--- src/rtl/md_sched_pkg.sv ---
`default_nettype none
// +--------------------------------------------------------------------------+
// | Module   : md_sched_pkg                                                  |
// | Purpose  : Shared definitions for the multiply/divide scheduler: MDU     |
// |            opcode encoding and default operation latencies.              |
// | Ports    : none (package)                                                |
// | Revision : 1.0 - initial release                                         |
// +--------------------------------------------------------------------------+
package md_sched_pkg;

  typedef enum logic [2:0] {
    MD_NONE  = 3'd0,
    MD_MULT  = 3'd1,
    MD_MULTU = 3'd2,
    MD_DIV   = 3'd3,
    MD_DIVU  = 3'd4,
    MD_MTHI  = 3'd5,
    MD_MTLO  = 3'd6
  } md_op_e;

  localparam int DEF_MULT_CYCLES = 5;
  localparam int DEF_DIV_CYCLES  = 10;

endpackage
`default_nettype wire

--- src/rtl/md_sched_arith.sv ---
`default_nettype none
// +--------------------------------------------------------------------------+
// | Module   : md_arith                                                      |
// | Purpose  : Combinational MDU datapath. Produces the 64-bit {hi,lo}       |
// |            result for mult/multu/div/divu and flags divide-by-zero.      |
// | Ports    : op     in  3   MDU opcode                                     |
// |            a      in  32  rs operand (dividend / multiplicand)           |
// |            b      in  32  rt operand (divisor / multiplier)              |
// |            result out 64  {hi,lo}; div: hi=remainder, lo=quotient        |
// |            div0   out 1   divide op with b == 0                          |
// | Revision : 1.0 - initial release                                         |
// +--------------------------------------------------------------------------+
module md_arith
  import md_sched_pkg::*;
(
  input  logic [2:0]  op,
  input  logic [31:0] a,
  input  logic [31:0] b,
  output logic [63:0] result,
  output logic        div0
);

  logic        w_is_mul;
  logic        w_is_div;
  logic        w_signed;
  logic        w_a_neg;
  logic        w_b_neg;
  logic [31:0] w_a_mag;
  logic [31:0] w_b_mag;
  logic [31:0] w_divisor;
  logic [63:0] w_prod;
  logic [31:0] w_quo;
  logic [31:0] w_rem;

  // Signed ops are done on magnitudes and the sign is re-applied afterwards.
  // This makes 0x80000000 / -1 fall out naturally as 0x80000000 (the
  // magnitude 2^31 fits in 32 unsigned bits) with no overflow special case.
  always_comb begin
    w_is_mul  = (op == MD_MULT) || (op == MD_MULTU);
    w_is_div  = (op == MD_DIV)  || (op == MD_DIVU);
    w_signed  = (op == MD_MULT) || (op == MD_DIV);
    w_a_neg   = w_signed & a[31];
    w_b_neg   = w_signed & b[31];
    w_a_mag   = w_a_neg ? (32'd0 - a) : a;
    w_b_mag   = w_b_neg ? (32'd0 - b) : b;
    // Substitute a harmless divisor on zero; the result is discarded anyway.
    w_divisor = (b == 32'd0) ? 32'd1 : w_b_mag;

    w_prod = {32'd0, w_a_mag} * {32'd0, w_b_mag};
    if (w_a_neg ^ w_b_neg) begin
      w_prod = 64'd0 - w_prod;
    end

    w_quo = w_a_mag / w_divisor;
    w_rem = w_a_mag % w_divisor;
    if (w_a_neg ^ w_b_neg) begin
      w_quo = 32'd0 - w_quo;
    end
    // Remainder takes the sign of the dividend.
    if (w_a_neg) begin
      w_rem = 32'd0 - w_rem;
    end

    result = 64'd0;
    if (w_is_mul) begin
      result = w_prod;
    end else if (w_is_div) begin
      result = {w_rem, w_quo};
    end

    div0 = w_is_div && (b == 32'd0);
  end

endmodule
`default_nettype wire

--- src/rtl/md_sched.sv ---
`default_nettype none
// +--------------------------------------------------------------------------+
// | Module   : md_sched                                                      |
// | Purpose  : Multi-cycle multiply/divide scheduler. Owns HI/LO, models     |
// |            MDU latency with a busy counter and requests pipeline stalls. |
// | Ports    : clk, reset          clock, synchronous active-high reset      |
// |            E_valid            E stage holds a real instruction           |
// |            E_md_op [2:0]      MDU opcode                                 |
// |            E_rs, E_rt [31:0]  forwarded operands                         |
// |            D_is_md            D-stage instruction uses the MDU           |
// |            start              operation launched this cycle (comb)       |
// |            busy               counter nonzero (register-derived)         |
// |            md_stall           stall request to the hazard unit (comb)    |
// |            hi, lo [31:0]      current HI / LO registers                  |
// | Revision : 1.0 - initial release                                         |
// +--------------------------------------------------------------------------+
module md_sched
  import md_sched_pkg::*;
#(
  parameter int MULT_CYCLES = DEF_MULT_CYCLES,
  parameter int DIV_CYCLES  = DEF_DIV_CYCLES,
  parameter int CNT_W       = 4
) (
  input  logic        clk,
  input  logic        reset,
  input  logic        E_valid,
  input  logic [2:0]  E_md_op,
  input  logic [31:0] E_rs,
  input  logic [31:0] E_rt,
  input  logic        D_is_md,
  output logic        start,
  output logic        busy,
  output logic        md_stall,
  output logic [31:0] hi,
  output logic [31:0] lo
);

  localparam logic [CNT_W-1:0] C_MULT_CNT = CNT_W'(MULT_CYCLES);
  localparam logic [CNT_W-1:0] C_DIV_CNT  = CNT_W'(DIV_CYCLES);
  localparam logic [CNT_W-1:0] C_CNT_ONE  = CNT_W'(1);

  logic [CNT_W-1:0] r_cnt;
  logic [63:0]      r_pend;
  logic             r_pend_div0;
  logic [31:0]      r_hi;
  logic [31:0]      r_lo;

  logic [63:0]      w_result;
  logic             w_div0;
  logic             w_is_launch_op;
  logic             w_is_div_op;
  logic             w_mthi;
  logic             w_mtlo;
  logic             w_commit;

  md_arith u_arith (
    .op     (E_md_op),
    .a      (E_rs),
    .b      (E_rt),
    .result (w_result),
    .div0   (w_div0)
  );

  always_comb begin
    w_is_div_op    = (E_md_op == MD_DIV) || (E_md_op == MD_DIVU);
    w_is_launch_op = (E_md_op == MD_MULT) || (E_md_op == MD_MULTU) || w_is_div_op;
    busy           = (r_cnt != '0);
    start          = E_valid && w_is_launch_op && !busy;
    w_mthi         = E_valid && (E_md_op == MD_MTHI) && !busy;
    w_mtlo         = E_valid && (E_md_op == MD_MTLO) && !busy;
    // The last busy cycle is the one whose closing edge takes the count to 0.
    w_commit       = (r_cnt == C_CNT_ONE);
    md_stall       = D_is_md && (start || busy);
  end

  always_ff @(posedge clk) begin
    if (reset) begin
      r_cnt       <= '0;
      r_pend      <= 64'd0;
      r_pend_div0 <= 1'b0;
      r_hi        <= 32'd0;
      r_lo        <= 32'd0;
    end else begin
      if (start) begin
        r_cnt       <= w_is_div_op ? C_DIV_CNT : C_MULT_CNT;
        r_pend      <= w_result;
        r_pend_div0 <= w_div0;
      end else if (busy) begin
        r_cnt <= r_cnt - C_CNT_ONE;
      end

      // Commit and mthi/mtlo are mutually exclusive: the moves need ~busy.
      if (w_commit) begin
        if (!r_pend_div0) begin
          r_hi <= r_pend[63:32];
          r_lo <= r_pend[31:0];
        end
      end else begin
        if (w_mthi) begin
          r_hi <= E_rs;
        end
        if (w_mtlo) begin
          r_lo <= E_rs;
        end
      end
    end
  end

  assign hi = r_hi;
  assign lo = r_lo;

endmodule
`default_nettype wire

--- config.mk ---
export PLATFORM = sky130hd
export DESIGN_NAME = md_sched
export DESIGN_NICKNAME = d
export VERILOG_FILES = /design/src/rtl/md_sched_pkg.sv /design/src/rtl/md_sched_arith.sv /design/src/rtl/md_sched.sv
export SDC_FILE = /design/constraint.sdc
export NUM_CORES = 2
export LEC_CHECK = 0
export CAP_MARGIN = 20
export CORE_AREA = 2 2 437 439
export CTS_BUF_LIST = sky130_fd_sc_hd__clkbuf_8
export DETAILED_ROUTE_END_ITERATION = 6
export DIE_AREA = 0 0 439 441
export MAX_ROUTING_LAYER = met4
export PLACE_DENSITY = 0.53
export SETUP_SLACK_MARGIN = 0.02
export SYNTH_ARGS = -nofsm -noshare
export SYNTH_HDL_FRONTEND = slang
export SYNTH_HIERARCHICAL = 1
export SYNTH_SLANG_ARGS = --single-unit
--- constraint.sdc ---
create_clock -name clk -period 143.2 [get_ports clk]
set_clock_uncertainty 0.15 [all_clocks]
set_input_delay 21.48 -clock clk [delete_from_list [all_inputs] [get_ports clk]]
set_output_delay 21.48 -clock clk [all_outputs]
set_load 0.03 [all_outputs]
# Word level (Yosys, flattened, before mapping)
# Index checks and enable logic that the tools add are counted.
dict set report word_totals {
  ff_bits 133
  latch_bits 0
  mem_bits_rw 0
  romBits 0
  input_bits 71
  output_inout_bits 67
  elab_cells 63
  memories 0
}
dict set report classes {
  addsub 6
  n_mul 1
  div_mod_pow 2
  order_cmp 0
  n_eq_ne 8
  shift 0
  mux 17
  bitwise_logic 3
  reduce_logical 21
}
# operator count
set op_table {}
lappend op_table {{$mux 32} 11}
lappend op_table {{$mux 64} 3}
lappend op_table {{$sub 1x32->32 const A} 4}
lappend op_table {{$mul 32x32->64} 1}
lappend op_table {{$sub 1x64->64 const A} 1}
lappend op_table {{$div 32x32->32} 1}
lappend op_table {{$logic_not 32->1} 1}
lappend op_table {{$mod 32x32->32} 1}
lappend op_table {{$mux 4} 3}
lappend op_table {{$eq 3x3->1 const B} 3}
lappend op_table {{$logic_and 1x1->1} 8}
lappend op_table {{$eq 3x2->1 const B} 2}
lappend op_table {{$reduce_bool 2->1} 3}
lappend op_table {{$logic_or 1x1->1} 5}
lappend op_table {{$eq 4x1->1 const B} 1}
lappend op_table {{$reduce_and 2->1} 2}
lappend op_table {{$reduce_bool 4->1} 1}
lappend op_table {{$sub 4x1->4 const B} 1}
lappend op_table {{$eq 3x1->1 const B} 1}
lappend op_table {{$and 1x1->1} 2}
lappend op_table {{$ne 2x2->1 const B} 1}
lappend op_table {{$logic_not 1->1} 1}
lappend op_table {{$xor 1x1->1} 1}

# Depth between registers and ports, before layout
dict set report logic_depth {
  word_depth 10
  mapped_depth 379
  depth_no_buf 348
}

# Hierarchy
# The synthesis kept the hierarchy.
# mod instances cells_each area_each_um2 seq_area_each_um2
set modules_own_cells {}
lappend modules_own_cells {md_arith 1 9404 69173.8 0.0}
lappend modules_own_cells {md_sched 1 617 5883.1 2662.6}

# Worst setup path after synthesis
# OpenSTA, ideal clock, no wires.
dict set report synth_timing {
  kind {in2reg}
  start {input port E_rt[0]}
  end {register r_pend[25]}
  setup_time_ns 0.072
  arrival_ns 97.770
  t_required_ns 142.978
  slack_ns 45.208
  path_stages 332
  n_path_buf 47
  cell_sequence {clkbuf_1 inv_1 clkbuf_1 ha_1 nor4b_1 nand4_1 o31ai_1 o21ai_0 or2_2 nand2_1 o21ai_0 ha_1 o21a_1 nor2_1 nor2_1 nor2_1 a21oi_1 ha_1 (+296 left out) a221oi_1 nand3_1 a31o_2 o21a_1 inv_1 nand3_1 nor2_1 nand2_1 or3_1 nor4b_1 and2_1 nand3_1 nor3_1 a31oi_1 xnor2_1 o22ai_1 nand2_1 mux2i_1}
}
dict set report synth_via {
  elab_chain_cells 8
  word_cells_on_any_way 12
  classes_between {add/sub: 3; mul: 1; div: 1; mux: 6; reduce/logical: 1}
}
# item line
set synth_rtl {}
lappend synth_rtl {{from (decl)} md_sched.sv:29} ;# input logic [31:0] E_rt,
lappend synth_rtl {{$sub 1x32->32} md_sched_arith.sv:45} ;# w_b_mag = w_b_neg ? (32'd0 - b) : b;
lappend synth_rtl {{$mux 32} md_sched_arith.sv:45}
lappend synth_rtl {{$mux 32} md_sched_arith.sv:47} ;# w_divisor = (b == 32'd0) ? 32'd1 : w_b_mag;
lappend synth_rtl {{$div 32x32->32} md_sched_arith.sv:54} ;# w_quo = w_a_mag / w_divisor;
lappend synth_rtl {{$sub 1x32->32} md_sched_arith.sv:57} ;# w_quo = 32'd0 - w_quo;
lappend synth_rtl {{$mux 32} md_sched_arith.sv:56} ;# if (w_a_neg ^ w_b_neg) begin
lappend synth_rtl {{$mux 64} md_sched_arith.sv:67} ;# end else if (w_is_div) begin
lappend synth_rtl {{$mux 64 *} md_sched_arith.sv:65} ;# if (w_is_mul) begin
lappend synth_rtl {{via w_result[25]} md_sched.sv:48} ;# logic [63:0] w_result;
lappend synth_rtl {{to (signal assigned)} md_sched.sv:86} ;# r_pend <= w_result;
lappend synth_rtl {{to (decl)} md_sched.sv:43} ;# logic [63:0] r_pend;
# The timed path passes the listed nets; every way through them passes the cells marked *.
# A chain may end at the register's enable or synchronous reset.

# Final worst setup path
# Same ends and word-level chain as after synthesis.

==> flow_metrics.env <==
export IMPL_outcome="finished, final reports clean"
export IMPL_final_cell_mix="nand2_1, inv_1, nor2_1"
export IMPL_ys_ff_latch=133
export IMPL_finalWirelength_mm=397
export IMPL_io_pins=138
export IMPL_cts_buffers=17
export IMPL_min_period_over_period_pct=87.3
export IMPL_netlist_area_um2=75100
export IMPL_cts_tree="done"
export IMPL_crit_path_top_delay_cell="xnor2_1"
export IMPL_syn_area_per_cell_um2=7.49
export IMPL_drtPass1Iterations=6
export IMPL_fp_coreArea_um2=189000
export IMPL_path_class="primary input to flop"
export IMPL_synth_edf_count=0
export IMPL_htree_levels=4
export IMPL_cts_hold_buffers_added=0
export IMPL_synth_warning_count=6
export IMPL_fp_dieH_um=441
export IMPL_synth_cells=10021
export IMPL_wl_per_cell_um=31.5
export IMPL_path_buf_inv=28
export IMPL_rsz0062_at_grt="false"
export IMPL_routed_via_count=78071
export IMPL_grt_pass1_vias=75258
export IMPL_antenna_found_initial=34
export IMPL_async_reset_ff_share_pct=0
export IMPL_hold_viol=0
export IMPL_hold_ws_ns=0.318
export IMPL_yosys_cell_types_count=117
export IMPL_fmax_mhz=8.00
export IMPL_nets=11791
export IMPL_cts_setup_buffers=0
export IMPL_syn_nets=11790
export IMPL_critical_path_max_fanout=37
export IMPL_track_usage_pct=41.1
export IMPL_gp_congestion=1.10
export IMPL_maxCapViolCount=0
export IMPL_io_buffers=137
export IMPL_area_delta_synth_final_pct=7.77
export IMPL_antenna_left=0
export IMPL_cp_end_kind="flop"
export IMPL_use_met2_pct=60.3
export IMPL_insertion_delay_ns=0.48
export IMPL_met1_usage_pct=54.3
export IMPL_met3_usage_pct=9.74
export IMPL_viasPerCell=6.20
export IMPL_cts_resized=0
export IMPL_grt_pass1_wl_mm=559
export IMPL_die_width_um=439
export IMPL_overflow=0
export IMPL_final_min_clock_period_ns=124.94
export IMPL_ctsLongestPathBuffers=2
export IMPL_cts_root_buf="clkbuf_8"
export IMPL_final_common_cell="nand2_1"
export IMPL_tns_ns=0
export IMPL_synth_flop_cell="dfxtp_1"
export IMPL_hpwl_mm=322
export IMPL_start_kind="primary input"
export IMPL_rows=160
export IMPL_cpMostUsedCell="ha_1"
export IMPL_drcViolationCount=0
export IMPL_ys_seq_area_share_pct=3.55
export IMPL_slew_headroom_pct=13.9
export IMPL_grt_busiest_layer="met2"
export IMPL_cts_sinks=133
export IMPL_drive_gt1_share_pct=5.91
export IMPL_worst_slew_pin_slew_ns=1.28
export IMPL_crit_family="compound AO/OA/AOI/OAI gates"
export IMPL_slew_viol_final=0
export IMPL_min_path_type="flop to flop"
export IMPL_setup_violations=0
export IMPL_critPathMaxStageDelay_ns=0.93
export IMPL_arrival_ns=125.14
export IMPL_drt_iter0_markers=9434
export IMPL_cp_required_ns=143.39
export IMPL_grt_max_degree=89
export IMPL_path_clk_slew_ns=0.09
export IMPL_start_util_pct=39.7
export IMPL_die_area_um2=194000
cell usage after synthesis (55+ instances only):
library cell	instances	share of area [%]
o21ai_0	381	2.5
mux2i_1	151	2.0
o31ai_1	57	0.57
fa_1	897	24
nor2_1	951	4.8
or3_1	66	0.55
nand3_1	164	1.1
a211oi_1	76	0.76
clkbuf_1	324	1.6
nand2b_1	69	0.58
xnor2_1	380	4.4
ha_1	801	13
nor3_1	210	1.4
o211ai_1	71	0.71
a221oi_1	83	0.97
inv_1	1179	5.9
buf_1	57	0.29
a21o_1	164	1.6
a21oi_1	582	3.9
nand2_1	1515	7.6
dfxtp_1	133	3.5
and3_1	55	0.46
a31oi_1	103	0.86
and2_1	55	0.46
o21bai_1	61	0.61
xor2_1	238	2.8
o22ai_1	97	0.81
o21a_1	145	1.5
nor2b_1	63	0.53
nand4_1	100	0.83
registers in the layout (all words and copies together) (netlist names):
| name | count |
|---|---|
| hi | 32 |
| r_pend_div0 | 1 |
| r_cnt | 4 |
| lo | 32 |
| r_pend | 64 |
per-stage QoR:
stage	cells	utilization, %	cell area (µm²)	setup slack, ns
after CTS	12538	42.6	80700	21.25
after global placement	12499	42.4	80200	20.81
after detailed placement	12506	42.4	80300	20.94
final	12582	42.8	80900	18.26
after global routing	12577	42.8	80900	13.68
after floorplan	10021	-	75100	45.21
final timing paths:
check                                 from    endpoint  slack [ns]  cells after the start
worst max register to register    r_cnt[1]   r_pend[8]      140.10                      6
worst max-delay path               E_rt[0]  r_pend[25]       18.26                    338
worst min-delay path            r_pend[38]  r_pend[38]        0.32                      2
worst min register to register  r_pend[38]  r_pend[38]        0.32                      2
layout make-up:
| class | instances | area (µm²) |
|---|---|---|
| clock buffer | 18 | 248 |
| multi-input combinational | 8247 | 66500 |
| clock inverter | 14 | 151 |
| fill | 19671 | 108000 |
| inverter | 1197 | 4500 |
| tap | 2511 | 3140 |
| antenna | 36 | 90.1 |
| sequential | 133 | 2660 |
| timing repair buffer | 426 | 3590 |
metal layers:
metal | part of all wire (%) | wire [µm]
met1 | 42 | 168000
met2 | 42 | 168000
met3 | 10 | 40700
met4 | 5.0 | 19700
met5 | 0 | 0
worst register-to-register path, cell delays in order, from the launching register on:
cell and delay [ns]:
dfxtp_1 0.34, inv_1 0.12, ha_1 0.21, nor3b_2 0.42, and4_4 0.59, buf_4 0.83, mux2i_1 0.37
cells by family (layout without fill, tap and decap cells):
| logic type | after synthesis | after routing | share of synthesized area [%] |
|---|---|---|---|
| compound gates | 2217 | 2217 | 19.5 |
| xor+xnor | 621 | 621 | 7.28 |
| fa+ha+maj | 1698 | 1698 | 37.3 |
| buf+inv | 1641 | 1655 | 8.46 |
| flops | 133 | 133 | 3.55 |
| mux | 198 | 198 | 2.72 |
| other cells | 0 | 36 | 0 |
| simple gates | 3513 | 3513 | 21.2 |
Power is not shown: default switching activity piles up to over one toggle a cycle in this logic, so the estimate is an artifact.
